[config.mk]
export PLATFORM = sky130hd
export DESIGN_NAME = controlador_painel_flat
export DESIGN_NICKNAME = d
export VERILOG_FILES = /design/src/rtl/controlador_painel_pkg.sv /design/src/rtl/controlador_painel_if.sv /design/src/rtl/controlador_painel_divisor_passo.sv /design/src/rtl/controlador_painel.sv /design/src/flat_wrapper.sv
export SDC_FILE = /design/constraint.sdc
export NUM_CORES = 1
export LEC_CHECK = 0
export CAP_MARGIN = 20
export CORE_MARGIN = 3
export CORE_UTILIZATION = 55
export CTS_BUF_LIST = sky130_fd_sc_hd__clkbuf_16
export DETAILED_ROUTE_END_ITERATION = 16
export PLACE_DENSITY = 0.83
export SLEW_MARGIN = 20
export SYNTH_ARGS = -nofsm -noshare
export SYNTH_HDL_FRONTEND = slang
export SYNTH_HIERARCHICAL = 1
export SYNTH_SLANG_ARGS = --single-unit
[constraint.sdc]
create_clock -name clk -period 4.94 [get_ports clk]
set_input_delay 0.741 -clock clk [delete_from_list [all_inputs] [get_ports clk]]
set_output_delay 0.741 -clock clk [all_outputs]
set_load 0.02 [all_outputs]
[src/rtl/controlador_painel_pkg.sv]
`default_nettype none
// +--------------------------------------------------------------------------+
// | Package     : painel_pkg                                                 |
// | Description : Shared constants and types for the panel sequencer:        |
// |               display register width, mode-select codes, FSM states.     |
// | Revision    : 1.0 - initial release                                      |
// +--------------------------------------------------------------------------+
package painel_pkg;

  // Width of the rotating display register driven by the sequencer.
  localparam int LARGURA = 16;

  // Mode-select codes {ch1,ch0} understood by the display register.
  localparam logic [1:0] MODO_CARREGA = 2'b00; // parallel load
  localparam logic [1:0] MODO_ESQ     = 2'b01; // shift toward index 0
  localparam logic [1:0] MODO_DIR     = 2'b10; // shift toward index 15
  localparam logic [1:0] MODO_MANTEM  = 2'b11; // hold

  typedef enum logic [1:0] {
    OCIOSO  = 2'd0,
    CARREGA = 2'd1,
    RODA    = 2'd2,
    FIM     = 2'd3
  } estado_t;

endpackage
`default_nettype wire

[src/rtl/controlador_painel_if.sv]
`default_nettype none
// +--------------------------------------------------------------------------+
// | Interface   : controlador_painel_if                                      |
// | Description : Command and register-drive bundle of the panel sequencer.  |
// |   start, mensagem, sentido, continuo, pausa, divisor : commands          |
// |   ch0, ch1, cadeiaDeBits                             : register drive    |
// |   ocupado, volta                                     : status            |
// |   master = command source, slave = sequencer                             |
// | Revision    : 1.0 - initial release                                      |
// +--------------------------------------------------------------------------+
interface controlador_painel_if #(
  parameter int DIV_W = 24
);
  import painel_pkg::*;

  logic               start;
  logic [LARGURA-1:0] mensagem;
  logic               sentido;
  logic               continuo;
  logic               pausa;
  logic [DIV_W-1:0]   divisor;
  logic               ch0;
  logic               ch1;
  logic [LARGURA-1:0] cadeiaDeBits;
  logic               ocupado;
  logic               volta;

  modport master (
    output start, mensagem, sentido, continuo, pausa, divisor,
    input  ch0, ch1, cadeiaDeBits, ocupado, volta
  );

  modport slave (
    input  start, mensagem, sentido, continuo, pausa, divisor,
    output ch0, ch1, cadeiaDeBits, ocupado, volta
  );

endinterface
`default_nettype wire

[src/rtl/controlador_painel_divisor_passo.sv]
`default_nettype none
// +--------------------------------------------------------------------------+
// | Module      : divisor_passo                                              |
// | Description : Step-rate prescaler. Counts 0..limite and raises tick for  |
// |               the one cycle in which the count equals limite, wrapping   |
// |               to 0 at that point.                                        |
// |   clk, rst  : clock, async active-high reset                             |
// |   limpa     : synchronous clear (no tick while asserted)                 |
// |   congela   : freeze count (no tick while asserted)                      |
// |   limite    : terminal count (cycles per tick minus 1)                   |
// |   tick      : one-cycle step request                                     |
// | Revision    : 1.0 - initial release                                      |
// +--------------------------------------------------------------------------+
module divisor_passo #(
  parameter int DIV_W = 24
) (
  input  logic             clk,
  input  logic             rst,
  input  logic             limpa,
  input  logic             congela,
  input  logic [DIV_W-1:0] limite,
  output logic             tick
);

  logic [DIV_W-1:0] cont_q;
  logic [DIV_W-1:0] cont_d;

  assign tick = !limpa && !congela && (cont_q == limite);

  always_comb begin
    cont_d = cont_q;
    if (limpa) begin
      cont_d = '0;
    end else if (!congela) begin
      cont_d = tick ? '0 : cont_q + 1'b1;
    end
  end

  always_ff @(posedge clk or posedge rst) begin
    if (rst) begin
      cont_q <= '0;
    end else begin
      cont_q <= cont_d;
    end
  end

endmodule
`default_nettype wire

[src/rtl/controlador_painel.sv]
`default_nettype none
// +--------------------------------------------------------------------------+
// | Module      : controlador_painel                                         |
// | Description : Sequencer feeding the 16-bit rotating display register.    |
// |               Latches a message, issues one load cycle, then emits a     |
// |               rotate code every divisor+1 cycles; optionally stops after |
// |               one revolution.                                            |
// |   clk, rst  : shared clock, async active-high reset                      |
// |   bus       : controlador_painel_if.slave (commands in, register drive   |
// |               and status out; all outputs registered)                    |
// | Option      : CONTROLADOR_PAINEL_VAIVEM_EN - ping-pong direction after   |
// |               each revolution in continuous mode                         |
// | Revision    : 1.0 - initial release                                      |
// +--------------------------------------------------------------------------+
module controlador_painel
  import painel_pkg::*;
#(
  parameter int DIV_W  = 24,
  parameter int PASSOS = 16
) (
  input logic                 clk,
  input logic                 rst,
  controlador_painel_if.slave bus
);

  localparam int PW = (PASSOS > 1) ? $clog2(PASSOS) : 1;

  estado_t            estado_q, estado_d;
  logic [1:0]         modo_q, modo_d;
  logic [LARGURA-1:0] cadeia_q, cadeia_d;
  logic [DIV_W-1:0]   div_q, div_d;
  logic [PW-1:0]      passo_q, passo_d;
  logic               ocupado_q, ocupado_d;
  logic               volta_q, volta_d;
  // Set on the last shift of a single revolution: the next cycle goes to FIM.
  logic               parar_q, parar_d;
  logic               sentido_ef;
  logic               congela;
  logic               tick;

`ifdef CONTROLADOR_PAINEL_VAIVEM_EN
  logic vaivem_q, vaivem_d;
  assign sentido_ef = bus.sentido ^ vaivem_q;
`else
  assign sentido_ef = bus.sentido;
`endif

  // The prescaler runs from the load cycle on, so the first shift lands
  // divisor+1 cycles after the load code.
  assign congela = bus.pausa ||
                   !((estado_q == CARREGA) || ((estado_q == RODA) && !parar_q));

  divisor_passo #(.DIV_W(DIV_W)) u_divisor_passo (
    .clk     (clk),
    .rst     (rst),
    .limpa   (bus.start),
    .congela (congela),
    .limite  (div_q),
    .tick    (tick)
  );

  always_comb begin
    estado_d = estado_q;
    modo_d   = MODO_MANTEM;
    cadeia_d = cadeia_q;
    div_d    = div_q;
    passo_d  = passo_q;
    volta_d  = 1'b0;
    parar_d  = parar_q;
`ifdef CONTROLADOR_PAINEL_VAIVEM_EN
    vaivem_d = vaivem_q;
`endif
    if (bus.start) begin
      // Accepted in any state: abort and restart with the new message.
      estado_d = CARREGA;
      modo_d   = MODO_CARREGA;
      cadeia_d = bus.mensagem;
      div_d    = bus.divisor;
      passo_d  = '0;
      parar_d  = 1'b0;
`ifdef CONTROLADOR_PAINEL_VAIVEM_EN
      vaivem_d = 1'b0;
`endif
    end else begin
      case (estado_q)
        CARREGA, RODA: begin
          if (parar_q) begin
            estado_d = FIM;
            parar_d  = 1'b0;
          end else begin
            estado_d = RODA;
            if (tick) begin
              modo_d = sentido_ef ? MODO_DIR : MODO_ESQ;
              if (passo_q == PW'(PASSOS - 1)) begin
                passo_d = '0;
                volta_d = 1'b1;
                if (!bus.continuo) begin
                  parar_d = 1'b1;
                end
`ifdef CONTROLADOR_PAINEL_VAIVEM_EN
                else begin
                  vaivem_d = ~vaivem_q;
                end
`endif
              end else begin
                passo_d = passo_q + 1'b1;
              end
            end
          end
        end
        FIM:     estado_d = OCIOSO;
        default: estado_d = OCIOSO;
      endcase
    end
    ocupado_d = (estado_d != OCIOSO);
  end

  always_ff @(posedge clk or posedge rst) begin
    if (rst) begin
      estado_q  <= OCIOSO;
      modo_q    <= MODO_MANTEM;
      cadeia_q  <= '0;
      div_q     <= '0;
      passo_q   <= '0;
      ocupado_q <= 1'b0;
      volta_q   <= 1'b0;
      parar_q   <= 1'b0;
    end else begin
      estado_q  <= estado_d;
      modo_q    <= modo_d;
      cadeia_q  <= cadeia_d;
      div_q     <= div_d;
      passo_q   <= passo_d;
      ocupado_q <= ocupado_d;
      volta_q   <= volta_d;
      parar_q   <= parar_d;
    end
  end

`ifdef CONTROLADOR_PAINEL_VAIVEM_EN
  always_ff @(posedge clk or posedge rst) begin
    if (rst) begin
      vaivem_q <= 1'b0;
    end else begin
      vaivem_q <= vaivem_d;
    end
  end
`endif

  assign bus.ch1          = modo_q[1];
  assign bus.ch0          = modo_q[0];
  assign bus.cadeiaDeBits = cadeia_q;
  assign bus.ocupado      = ocupado_q;
  assign bus.volta        = volta_q;

endmodule
`default_nettype wire

[src/flat_wrapper.sv]
// flat-port wrapper written by rule: the top's interface ports become plain ports
module controlador_painel_flat import painel_pkg::*;
#(
  parameter int DIV_W  = 24,
  parameter int PASSOS = 16
)
  (clk, rst, bus_start, bus_mensagem, bus_sentido, bus_continuo, bus_pausa, bus_divisor, bus_ch0, bus_ch1, bus_cadeiaDeBits, bus_ocupado, bus_volta);
  controlador_painel_if #(.DIV_W(DIV_W)) bus_i ();
  input logic clk;
  input logic rst;
  input wire logic [$bits(bus_i.start)-1:0] bus_start;
  input wire logic [$bits(bus_i.mensagem)-1:0] bus_mensagem;
  input wire logic [$bits(bus_i.sentido)-1:0] bus_sentido;
  input wire logic [$bits(bus_i.continuo)-1:0] bus_continuo;
  input wire logic [$bits(bus_i.pausa)-1:0] bus_pausa;
  input wire logic [$bits(bus_i.divisor)-1:0] bus_divisor;
  output wire logic [$bits(bus_i.ch0)-1:0] bus_ch0;
  output wire logic [$bits(bus_i.ch1)-1:0] bus_ch1;
  output wire logic [$bits(bus_i.cadeiaDeBits)-1:0] bus_cadeiaDeBits;
  output wire logic [$bits(bus_i.ocupado)-1:0] bus_ocupado;
  output wire logic [$bits(bus_i.volta)-1:0] bus_volta;
  assign bus_i.start = bus_start;
  assign bus_i.mensagem = bus_mensagem;
  assign bus_i.sentido = bus_sentido;
  assign bus_i.continuo = bus_continuo;
  assign bus_i.pausa = bus_pausa;
  assign bus_i.divisor = bus_divisor;
  assign bus_ch0 = bus_i.ch0;
  assign bus_ch1 = bus_i.ch1;
  assign bus_cadeiaDeBits = bus_i.cadeiaDeBits;
  assign bus_ocupado = bus_i.ocupado;
  assign bus_volta = bus_i.volta;
  controlador_painel #(.DIV_W(DIV_W), .PASSOS(PASSOS)) u_core (.clk(clk), .rst(rst), .bus(bus_i));
endmodule
# == Word level (Yosys, flattened, before mapping) ==
# Index checks and enable logic that the tools add are counted.
# totals
reg_bits,75
input_bits,46
out_inout_bits,20
elab_cells,58
# classes
addsub,2
eq_ne,6
n_mux,27
reduce_logical,14
# op_table
op,count
two-way mux 24 bit,3
"adder 24 x 1 -> 24 bit, second input constant",1
equality test 24 bit,1
two-way mux 4 bit,5
two-way mux 2 bit,7
two-way mux 1 bit,12
nonzero test 2 bit,3
"adder 4 x 1 -> 4 bit, second input constant",1
"equality test 4 bit, second input constant",1
logical NOT 1 bit,4
"inequality test 2 bit, second input constant",2
logical AND 1 bit,3
AND reduction 3 bit,1
"equality test 2 x 1 -> 1 bit, second input constant",1
"equality test 2 bit, second input constant",1
logical OR 1 bit,2
OR reduction 2 bit,1

# == Longest topological paths before layout ==
# Gate-level depths: netlist of run 1.
# depth
word_depth,12
ltp_mapped,10
depth_no_buf,9

# == Hierarchy ==
# Netlist of run 1, hierarchy kept.
# by_module_without_submodules
mod,instances,cells_each,area_per_inst_um2,seq_area_each_um2
controlador_painel,1,135,1986.9,1278.7
divisor_passo,1,190,1661.6,600.6

# == Least setup slack after synthesis of run 1 ==
# Ideal clock, no wire load.
# synth_path
path_kind,register to register
start,register u_core.u_divisor_passo.cont_q[16]
end,register u_core.passo_q[3]
setup_ns,0.082
arrival_ns,2.146
t_required_ns,4.858
setup_slack_ns,2.712
stages_incl_launch_ff,9
path_buffers,1
synth_period_minus_slack_ns,2.228
path_cell_list,dfrtp_1 buf_6 xnor2_2 nand4_1 nor4_2 and3_1 or3b_4 or3_2 a31oi_1
# synth_between
elab_chain_len,4
# synth_lines
item,line,text
from (decl),controlador_painel_divisor_passo.sv:25,logic [DIV_W-1:0] cont_q;
from (signal assigned),controlador_painel_divisor_passo.sv:43,cont_q <= cont_d;
equality test 24 bit,controlador_painel_divisor_passo.sv:28,assign tick = !limpa && !congela && (cont_q == limite);
logical AND 1 bit,controlador_painel_divisor_passo.sv:28,
named net u_core.tick,controlador_painel.sv:39,logic tick;
nonzero test 2 bit (no line),-,
AND reduction 3 bit (no line),-,
to (signal assigned),controlador_painel.sv:133,passo_q <= passo_d;
to (decl),controlador_painel.sv:32,"logic [PW-1:0] passo_q, passo_d;"
# The timed path passes the listed nets, and every way through them passes these cells.
# A chain may end at the register's enable or synchronous reset.

# == Final worst setup path of run 1 ==
# layout_path
start,register u_core.u_divisor_passo.cont_q[4]
end,register u_core.passo_q[3]
# Same word-level chain as after synthesis.

==> flow_summary.json, run 1 <==
{
  "status": "finished, final reports clean",
  "cts_buffers": 9,
  "grt_usage": 0.225,
  "seq_area_frac_synth": 0.515,
  "final_cell_mix": "dfrtp_1, clkdlybuf4s50_1, mux2_2, nand2_1, xnor2_1",
  "ios": 66,
  "num_vias": 2688,
  "power.density_nw_per_um2": 338,
  "cts_tree": "done",
  "avgSynthCellArea_sq_um": 11.2,
  "timing.hold.ws_ps": 507,
  "max_freq_mhz": 369,
  "end_kind": "register",
  "finalHoldViolCount": 0,
  "dieArea_sq_um": 7650,
  "setup_viol": 0,
  "path_clk_slew_ps": 60,
  "cts_hold_buf": 0,
  "grt_max_degree": 55,
  "coreArea_sq_um": 6390,
  "ys_ff_latch": 75,
  "drtAntennaViolNets": 0,
  "area_delta_synth_final_pct": 26.6,
  "wirelength_microns": 7940,
  "crit_fanout": 11,
  "final_core_util": 0.723,
  "pre_cts_ws_ps": 2100,
  "crit_type": "reg -> reg",
  "dp_cells": 451,
  "rsz0062_at_grt": "no",
  "fp.dieH_microns": 87.4,
  "min_period_ps": 2710,
  "finalSetupTns_ps": 0,
  "yosysWarnings": 6,
  "nets": 435,
  "final_max_slew_viol_count": 0,
  "ctsLongestPathBuffers": 2,
  "vias_per_cell": 5.76,
  "crit_required_ps": 5190,
  "relSlewSlack": 0.365,
  "syn_inst": 325,
  "p_leak_nw": 1.86,
  "postCtsSetupRepairBufs": 0,
  "final_cells": 467,
  "root_buffer": "clkbuf_16",
  "synth_top_area_share": 0.501,
  "synth.distinct_cells": 51,
  "synth_area_sq_um": 3650,
  "portBuffers": 65,
  "clkSinkCount": 75,
  "r2r_cells": 7,
  "skew_ps": 6.79,
  "route.detailed.drc": 0,
  "peakVddDrop_uv": 283,
  "start_util": 0.571,
  "first_global_vias": 2795,
  "antenna_found_initial": 0,
  "hpwlAfterDp_microns": 5340,
  "drtIter0Drc": 217,
  "synth_top_flop_cell": "dfrtp_1",
  "dr.pass1.iters": 4,
  "die_width_microns": 87.4,
  "final_common_cell": "dfrtp_1",
  "cts-htree-levels": 3,
  "finalCritPeriodShare": 0.549,
  "synthesis.nets": 375,
  "wire_per_inst_microns": 17.0,
  "r2r_slack_ps": 2230,
  "fp-row-count": 29,
  "grt_pass1_wl_microns": 13200,
  "ctsResizeCount": 0,
  "gp_congestion": 0.769,
  "cp.arrival_ps": 2960,
  "synthArstFlopShare": 1.00,
  "hold_depth": 1,
  "setup_ws_ps": 2230,
  "cap_viol_max_count": 0,
  "cp-start-kind": "register",
  "synth_edf_count": 0,
  "synth_top_cell_by_area": "dfrtp_1",
  "synth_area_leaders": "dfrtp_1, mux2_2, xnor2_1",
  "grt-ovfl-total": 0,
  "tightestPinTransition_ps": 952,
  "diodes": 0,
  "hold_path_class": "reg -> reg",
  "insertion_delay_ps": 330,
  "drive_gt1_frac": 0.197
}
sequential cells by signal (all words and copies together) (netlist names):
register	flops
u_core/bus.cadeiaDeBits	16
u_core/bus.ocupado	1
u_core/bus.volta	1
u_core/div_q	24
u_core/estado_q	2
u_core/modo_q	2
u_core/parar_q	1
u_core/passo_q	4
u_core/u_divisor_passo/cont_q	24
layout make-up:
class                      instances  area [sq um]
sequential                        75          1880
fill                             426          1770
multi-input combinational        219          1620
timing repair buffer              67           661
clock buffer                       9           225
tap                               77          96.3
clock inverter                     7          92.6
inverter                          13          50.0
worst max-delay path, stage by stage (launching register included):
cell and delay [ps]:
dfrtp_1 440, xnor2_1 260, nand4_1 160, nor4_2 450, and3_1 240, or3b_4 450
or3_2 460, a31oi_1 170
path summary, 6_finish.rpt:
kind | from | endpoint
worst max-delay path | u_core/u_divisor_passo/cont_q[4]$_DFFE_PP0P_ | u_core/passo_q[3]$_DFFE_PP0P_
worst min-delay path | u_core/bus.cadeiaDeBits[10]$_DFFE_PP0P_ | u_core/bus.cadeiaDeBits[10]$_DFFE_PP0P_
worst max register to register | u_core/u_divisor_passo/cont_q[4]$_DFFE_PP0P_ | u_core/passo_q[3]$_DFFE_PP0P_
worst min register to register | u_core/bus.cadeiaDeBits[10]$_DFFE_PP0P_ | u_core/bus.cadeiaDeBits[10]$_DFFE_PP0P_
max in group asynchronous | rst | u_core/u_divisor_passo/cont_q[8]$_DFFE_PP0P_
min in group asynchronous | rst | u_core/div_q[21]$_DFFE_PP0P_
per-stage QoR:
stage	instance area, sq um	power (mW)
after floorplan	3650	0.793
after global placement	4300	0.877
final	4620	1.56
after CTS	4610	1.57
after detailed placement	4300	0.884
after global routing	4620	1.62
power breakdown:
part           switching, mW  total (mW)  internal (mW)  leakage, nW
Combinational         0.0860       0.193          0.107        0.768
Clock                  0.250       0.690          0.440        0.149
Sequential            0.0265       0.680          0.653        0.942
Total                  0.363        1.56           1.20         1.86
synthesized netlist by cell type, types with 2 or more instances:
cell      instances
o311ai_2          2
clkbuf_1          7
o21ai_0          16
or3_1             7
inv_1            13
a21o_1            2
ha_1              4
o311ai_1          6
clkbuf_2          2
xor2_1            4
or2_2             2
nand2b_1          2
a21oi_1           8
dfrtp_1          73
buf_2             4
nor4_2            2
nand4_1          10
xnor2_1          24
nor3_1            3
and3_1            2
buf_6             4
mux2_2           40
dfstp_2           2
nand3_1          17
nand2_1          32
nor2_1           12
routing by layer:
layer  up-vias  share of wire  GRT usage
met3        14          0.089     0.0738
met1      1308           0.40      0.281
met5         -              0          0
met2       106           0.49      0.357
li1       1260              -          -
met4         0          0.018     0.0990
kinds of logic (layout without fill, tap and decap cells):
kind of cell,after synthesis,after routing,synth area share
XOR/XNOR,29,29,0.0717
AND/OR/NAND/NOR,101,101,0.148
AO/OA/AOI/OAI,44,44,0.0823
adder cells (fa/ha/maj),4,4,0.0137
buffers and inverters,31,96,0.0432
multiplexers,41,41,0.126
flip-flops,75,75,0.515
(Power assumes the default switching activity.)
==> run 2: changes to the inputs <==
- CORE_UTILIZATION: 55 -> 47
- PLACE_DENSITY: 0.83 -> 0.76
- clock period: 4.94 -> 2.3 ns (I/O delays scaled with it)
==> flow_summary.json, run 2 (same netlist as run 1, synthesis figures left out) <==
{
  "drtIter0Drc": 202,
  "finalHoldViolCount": 0,
  "use_met3": 0.0633,
  "peakVddDrop_uv": 594,
  "num_vias": 2863,
  "crit_required_ps": 2550,
  "root_buffer": "clkbuf_16",
  "coreArea_sq_um": 7410,
  "power.density_nw_per_um2": 671,
  "placed_cell_area_sq_um": 4600,
  "final_common_cell": "dfrtp_1",
  "vias_per_cell": 5.44,
  "rsz0062_at_grt": "yes",
  "ios": 66,
  "hold_path_class": "in -> async",
  "cp-start-kind": "register",
  "grt_max_degree": 54,
  "route.detailed.drc": 0,
  "insertion_delay_ps": 330,
  "fp-row-count": 31,
  "finalCritPeriodShare": 1.05,
  "tightestPinTransition_ps": 663,
  "min_period_ps": 2410,
  "end_kind": "register",
  "cp_slowest_cell": "dfrtp_1",
  "area_delta_synth_final_pct": 36.4,
  "fp.dieH_microns": 94.1,
  "top_usage_layer": "met2",
  "path_delay_family": "simple AND/OR/NAND/NOR gates",
  "cts-htree-levels": 3,
  "relSlewSlack": 0.558,
  "die_width_microns": 94.1,
  "crit_start": "u_core/u_divisor_passo/cont_q[16]$_DFFE_PP0P_",
  "wire_per_inst_microns": 16.9,
  "skew_ps": 7.73,
  "crit_type": "reg -> reg",
  "clkSinkCount": 75,
  "wirelength_microns": 8880,
  "critPathBufInv": 1,
  "violations": "negative setup slack",
  "dp_cells": 507,
  "cpPeakStageDelay_ps": 420,
  "gp_congestion": 0.874,
  "path_cells": "xnor2_2 > nand4_1 > nor4_4 > and3_1 > or3b_4 > buf_6 > or3b_4 > a21oi_2",
  "cts_buffers": 9,
  "timing.hold.ws_ps": 262,
  "met1_usage": 0.251,
  "final_cells": 526,
  "grt_pass1_wl_microns": 14400,
  "final_max_slew_viol_count": 0,
  "setup_viol": 5,
  "max_freq_mhz": 415,
  "cts_hold_buf": 0,
  "use_met2": 0.368,
  "fin_area_sq_um": 4980,
  "crit_fanout": 4,
  "dieArea_sq_um": 8860,
  "cp.arrival_ps": 2660,
  "nets": 472,
  "grt_usage": 0.213,
  "portBuffers": 65,
  "dr.pass1.iters": 4,
  "cap_viol_max_count": 0,
  "start_util": 0.492,
  "status": "complete, but fails checks",
  "final_cell_mix": "dfrtp_1, clkdlybuf4s50_1, mux2_2, buf_4, nand2_1",
  "cts_tree": "done",
  "diodes": 0,
  "first_global_vias": 2990,
  "antenna_found_initial": 0,
  "ctsLongestPathBuffers": 2,
  "total_power_mw": 3.34,
  "p_leak_nw": 2.08,
  "reg2reg_from": "u_core/u_divisor_passo/cont_q[16]$_DFFE_PP0P_",
  "hpwlAfterDp_microns": 6050,
  "drive_gt1_frac": 0.279,
  "setup_ws_ps": -108,
  "grt-ovfl-total": 0,
  "final_core_util": 0.672,
  "drtAntennaViolNets": 0,
  "critPathMostFrequentCell": "or3b_4",
  "path_clk_slew_ps": 70
}
==> run 2: cell types whose count changed in the layout (fill, tap and decap cells not counted), moves of 2 or more <==
cell	delta
clkinv_2	-2
buf_12	+2
inv_6	+2
buf_4	+34
xnor2_2	+3
a21oi_2	+2
a21oi_1	-2
xnor2_1	-3
==> run 2: power by group <==
group          switching (mW)  internal [mW]
logic                   0.198          0.248
registers              0.0557           1.40
clock network           0.587          0.848
==> run 2: repair_timing <==
action,CTS,global route
setup buffers,2,1
gates resized for setup,6,3
setup endpoints to repair,4,8
pin swaps,8,2
==> run 2: metrics by stage <==
stage,worst slack [ps],setup TNS [ps]
after floorplan,71.8,0
after global placement,-101,-165
after detailed placement,-171,-279
after CTS,-124,-380
after global routing,-186,-735
final,-108,-300
==> run 2: path summary, 6_finish.rpt <==
kind | end | slack [ps] | depth (start not counted)
setup / recovery | u_core/passo_q[0]$_DFFE_PP0P_ | -110 | 8
hold / removal | u_core/div_q[16]$_DFFE_PP0P_ | 260 | 2
setup reg to reg | u_core/passo_q[0]$_DFFE_PP0P_ | -110 | 8
hold reg to reg | u_core/bus.cadeiaDeBits[5]$_DFFE_PP0P_ | 510 | 1
max in group asynchronous | u_core/modo_q[1]$_DFF_PP1_ | 1540 | 3
min in group clk | u_core/bus.cadeiaDeBits[5]$_DFFE_PP0P_ | 510 | 1
==> run 2: routing by layer <==
metal / wire, microns / vias to the layer above
met2: 4550 / 102
met1: 3510 / 1406
met3: 643 / 18
met4: 175 / 0
met5: 0 / -
li1: - / 1337
==> run 2: final cells by class <==
cell class	instances	area, sq um
sequential	75	1880
fill	537	2430
clock inverter	7	76.3
timing repair buffer	104	967
tap	99	124
multi-input combinational	219	1660
inverter	13	48.8
clock buffer	9	225
==> run 3: changes to the inputs <==
- CORE_UTILIZATION: 47 -> 30
- PLACE_DENSITY: 0.76 -> unset
- SLEW_MARGIN: 20 -> 40
==> flow_summary.json, run 3 (same netlist as run 1, synthesis figures left out) <==
{
  "status": "complete, but fails checks",
  "violations": "negative setup slack",
  "peakVddDrop_uv": 415,
  "cp_slowest_cell": "or3b_4",
  "reg2reg_from": "u_core/u_divisor_passo/cont_q[16]$_DFFE_PP0P_",
  "path_delay_family": "simple AND/OR/NAND/NOR gates",
  "path_clk_slew_ps": 60,
  "start_util": 0.313,
  "setup_ws_ps": -21.3,
  "ios": 66,
  "grt-ovfl-total": 0,
  "cpPeakStageDelay_ps": 420,
  "hold_path_class": "in -> async",
  "seq_area_sq_um": 1880,
  "wirelength_microns": 8510,
  "critPathMostFrequentCell": "or3b_4",
  "final_cell_mix": "dfrtp_1, clkdlybuf4s50_1, mux2_2, buf_4, nand2_1",
  "r2r-end": "u_core/passo_q[0]$_DFFE_PP0P_",
  "drtIter0Drc": 125,
  "end_kind": "register",
  "cap_viol_max_count": 0,
  "grt_usage": 0.134,
  "cts-htree-levels": 3,
  "power.density_nw_per_um2": 650,
  "p_leak_nw": 2.07,
  "cts_tree": "done",
  "diodes": 0,
  "drtAntennaViolNets": 0,
  "cts_hold_buf": 0,
  "insertion_delay_ps": 330,
  "max_freq_mhz": 431,
  "fp-row-count": 39,
  "vias_per_cell": 4.86,
  "min_period_ps": 2320,
  "critPathBufInv": 1,
  "cp.arrival_ps": 2580,
  "gp_congestion": 0.815,
  "drive_gt1_frac": 0.272,
  "tightestPinTransition_ps": 554,
  "hpwlAfterDp_microns": 6110,
  "dr.pass1.iters": 4,
  "fp.dieH_microns": 116,
  "coreArea_sq_um": 11700,
  "first_global_vias": 2847,
  "crit_type": "reg -> reg",
  "die_width_microns": 116,
  "wire_per_inst_microns": 14.9,
  "r2r_cells": 8,
  "cts_buffers": 9,
  "final_max_slew_viol_count": 0,
  "grt_max_degree": 45,
  "antenna_found_initial": 0,
  "relSlewSlack": 0.631,
  "multi_input_area_sq_um": 1650,
  "total_power_mw": 3.26,
  "num_vias": 2771,
  "crit_required_ps": 2560,
  "grt_pass1_wl_microns": 14100,
  "rsz0062_at_grt": "yes",
  "finalCritPeriodShare": 1.01,
  "finalSetupTns_ps": -30.0,
  "r2r_slack_ps": -20,
  "dieArea_sq_um": 13500,
  "fillers": 1094,
  "final_common_cell": "dfrtp_1",
  "crit_start": "u_core/u_divisor_passo/cont_q[16]$_DFFE_PP0P_",
  "ctsLongestPathBuffers": 2,
  "clkSinkCount": 75,
  "path_cells": "xnor2_2 > nand4_1 > nor4_2 > buf_4 > and3_1 > or3b_4 > or3b_4 > a21oi_2",
  "nets": 472,
  "setup_viol": 2,
  "cp-start-kind": "register",
  "finalHoldViolCount": 0,
  "area_delta_synth_final_pct": 37.2,
  "crit_fanout": 6,
  "root_buffer": "clkbuf_16",
  "portBuffers": 65,
  "skew_ps": 6.27,
  "route.detailed.drc": 0
}
-- run 3: worst max-delay path by stage --
| stage | to | cells after the start | slack, ps |
|---|---|---|---|
| 6_report | u_core/passo_q[0]$_DFFE_PP0P_ | 8 | -20 |
| 5_1_grt | u_core/passo_q[0]$_DFFE_PP0P_ | 8 | -120 |
| 4_1_cts | u_core/passo_q[0]$_DFFE_PP0P_ | 8 | -30 |
| 3_5_place_dp | u_core/passo_q[3]$_DFFE_PP0P_ | 8 | -130 |
| 3_3_place_gp | u_core/passo_q[3]$_DFFE_PP0P_ | 8 | -90 |
| 2_1_floorplan | u_core/passo_q[3]$_DFFE_PP0P_ | 8 | 70 |
-- run 3: cell type report --
class                           instances  area share
Clock buffer                            9      0.0450
Timing Repair Buffer                  104       0.192
Inverter                               13     0.00975
Multi-Input combinational cell        219       0.330
Clock inverter                          7      0.0120
Sequential cell                        75       0.375
Tap cell                              143      0.0357
-- run 3: through the flow --
step	cells	hold WS, ps	setup WS [ps]	utilization	area, sq um
after detailed placement	552	498	-126	0.400	4670
after global routing	570	434	-117	0.429	5010
final	570	385	-21.3	0.429	5010
after CTS	570	394	-28.2	0.428	5000
after floorplan	325	360	71.8	-	3650
after global placement	552	490	-94.5	0.400	4670
-- run 3: timing repair --
item                                    4_1_cts  5_1_grt
pin swaps                                     4        3
endpoints found under the setup margin        4        9
resized for setup                             5        3
buffers inserted                              2        0
-- run 3: per-layer routing --
metal  vias up  GRT usage  wire length (microns)
li1       1335          -                      -
met1      1342      0.166                   3650
met2        80      0.214                   4090
met3        14     0.0420                    599
met4         0     0.0611                    179
met5         -          0                      0
-- run 3: where the power goes --
group / total, mW / switching, mW / internal [mW]
Sequential: 1.46 / 0.0526 / 1.40
Clock: 1.35 / 0.530 / 0.824
Combinational: 0.447 / 0.194 / 0.253
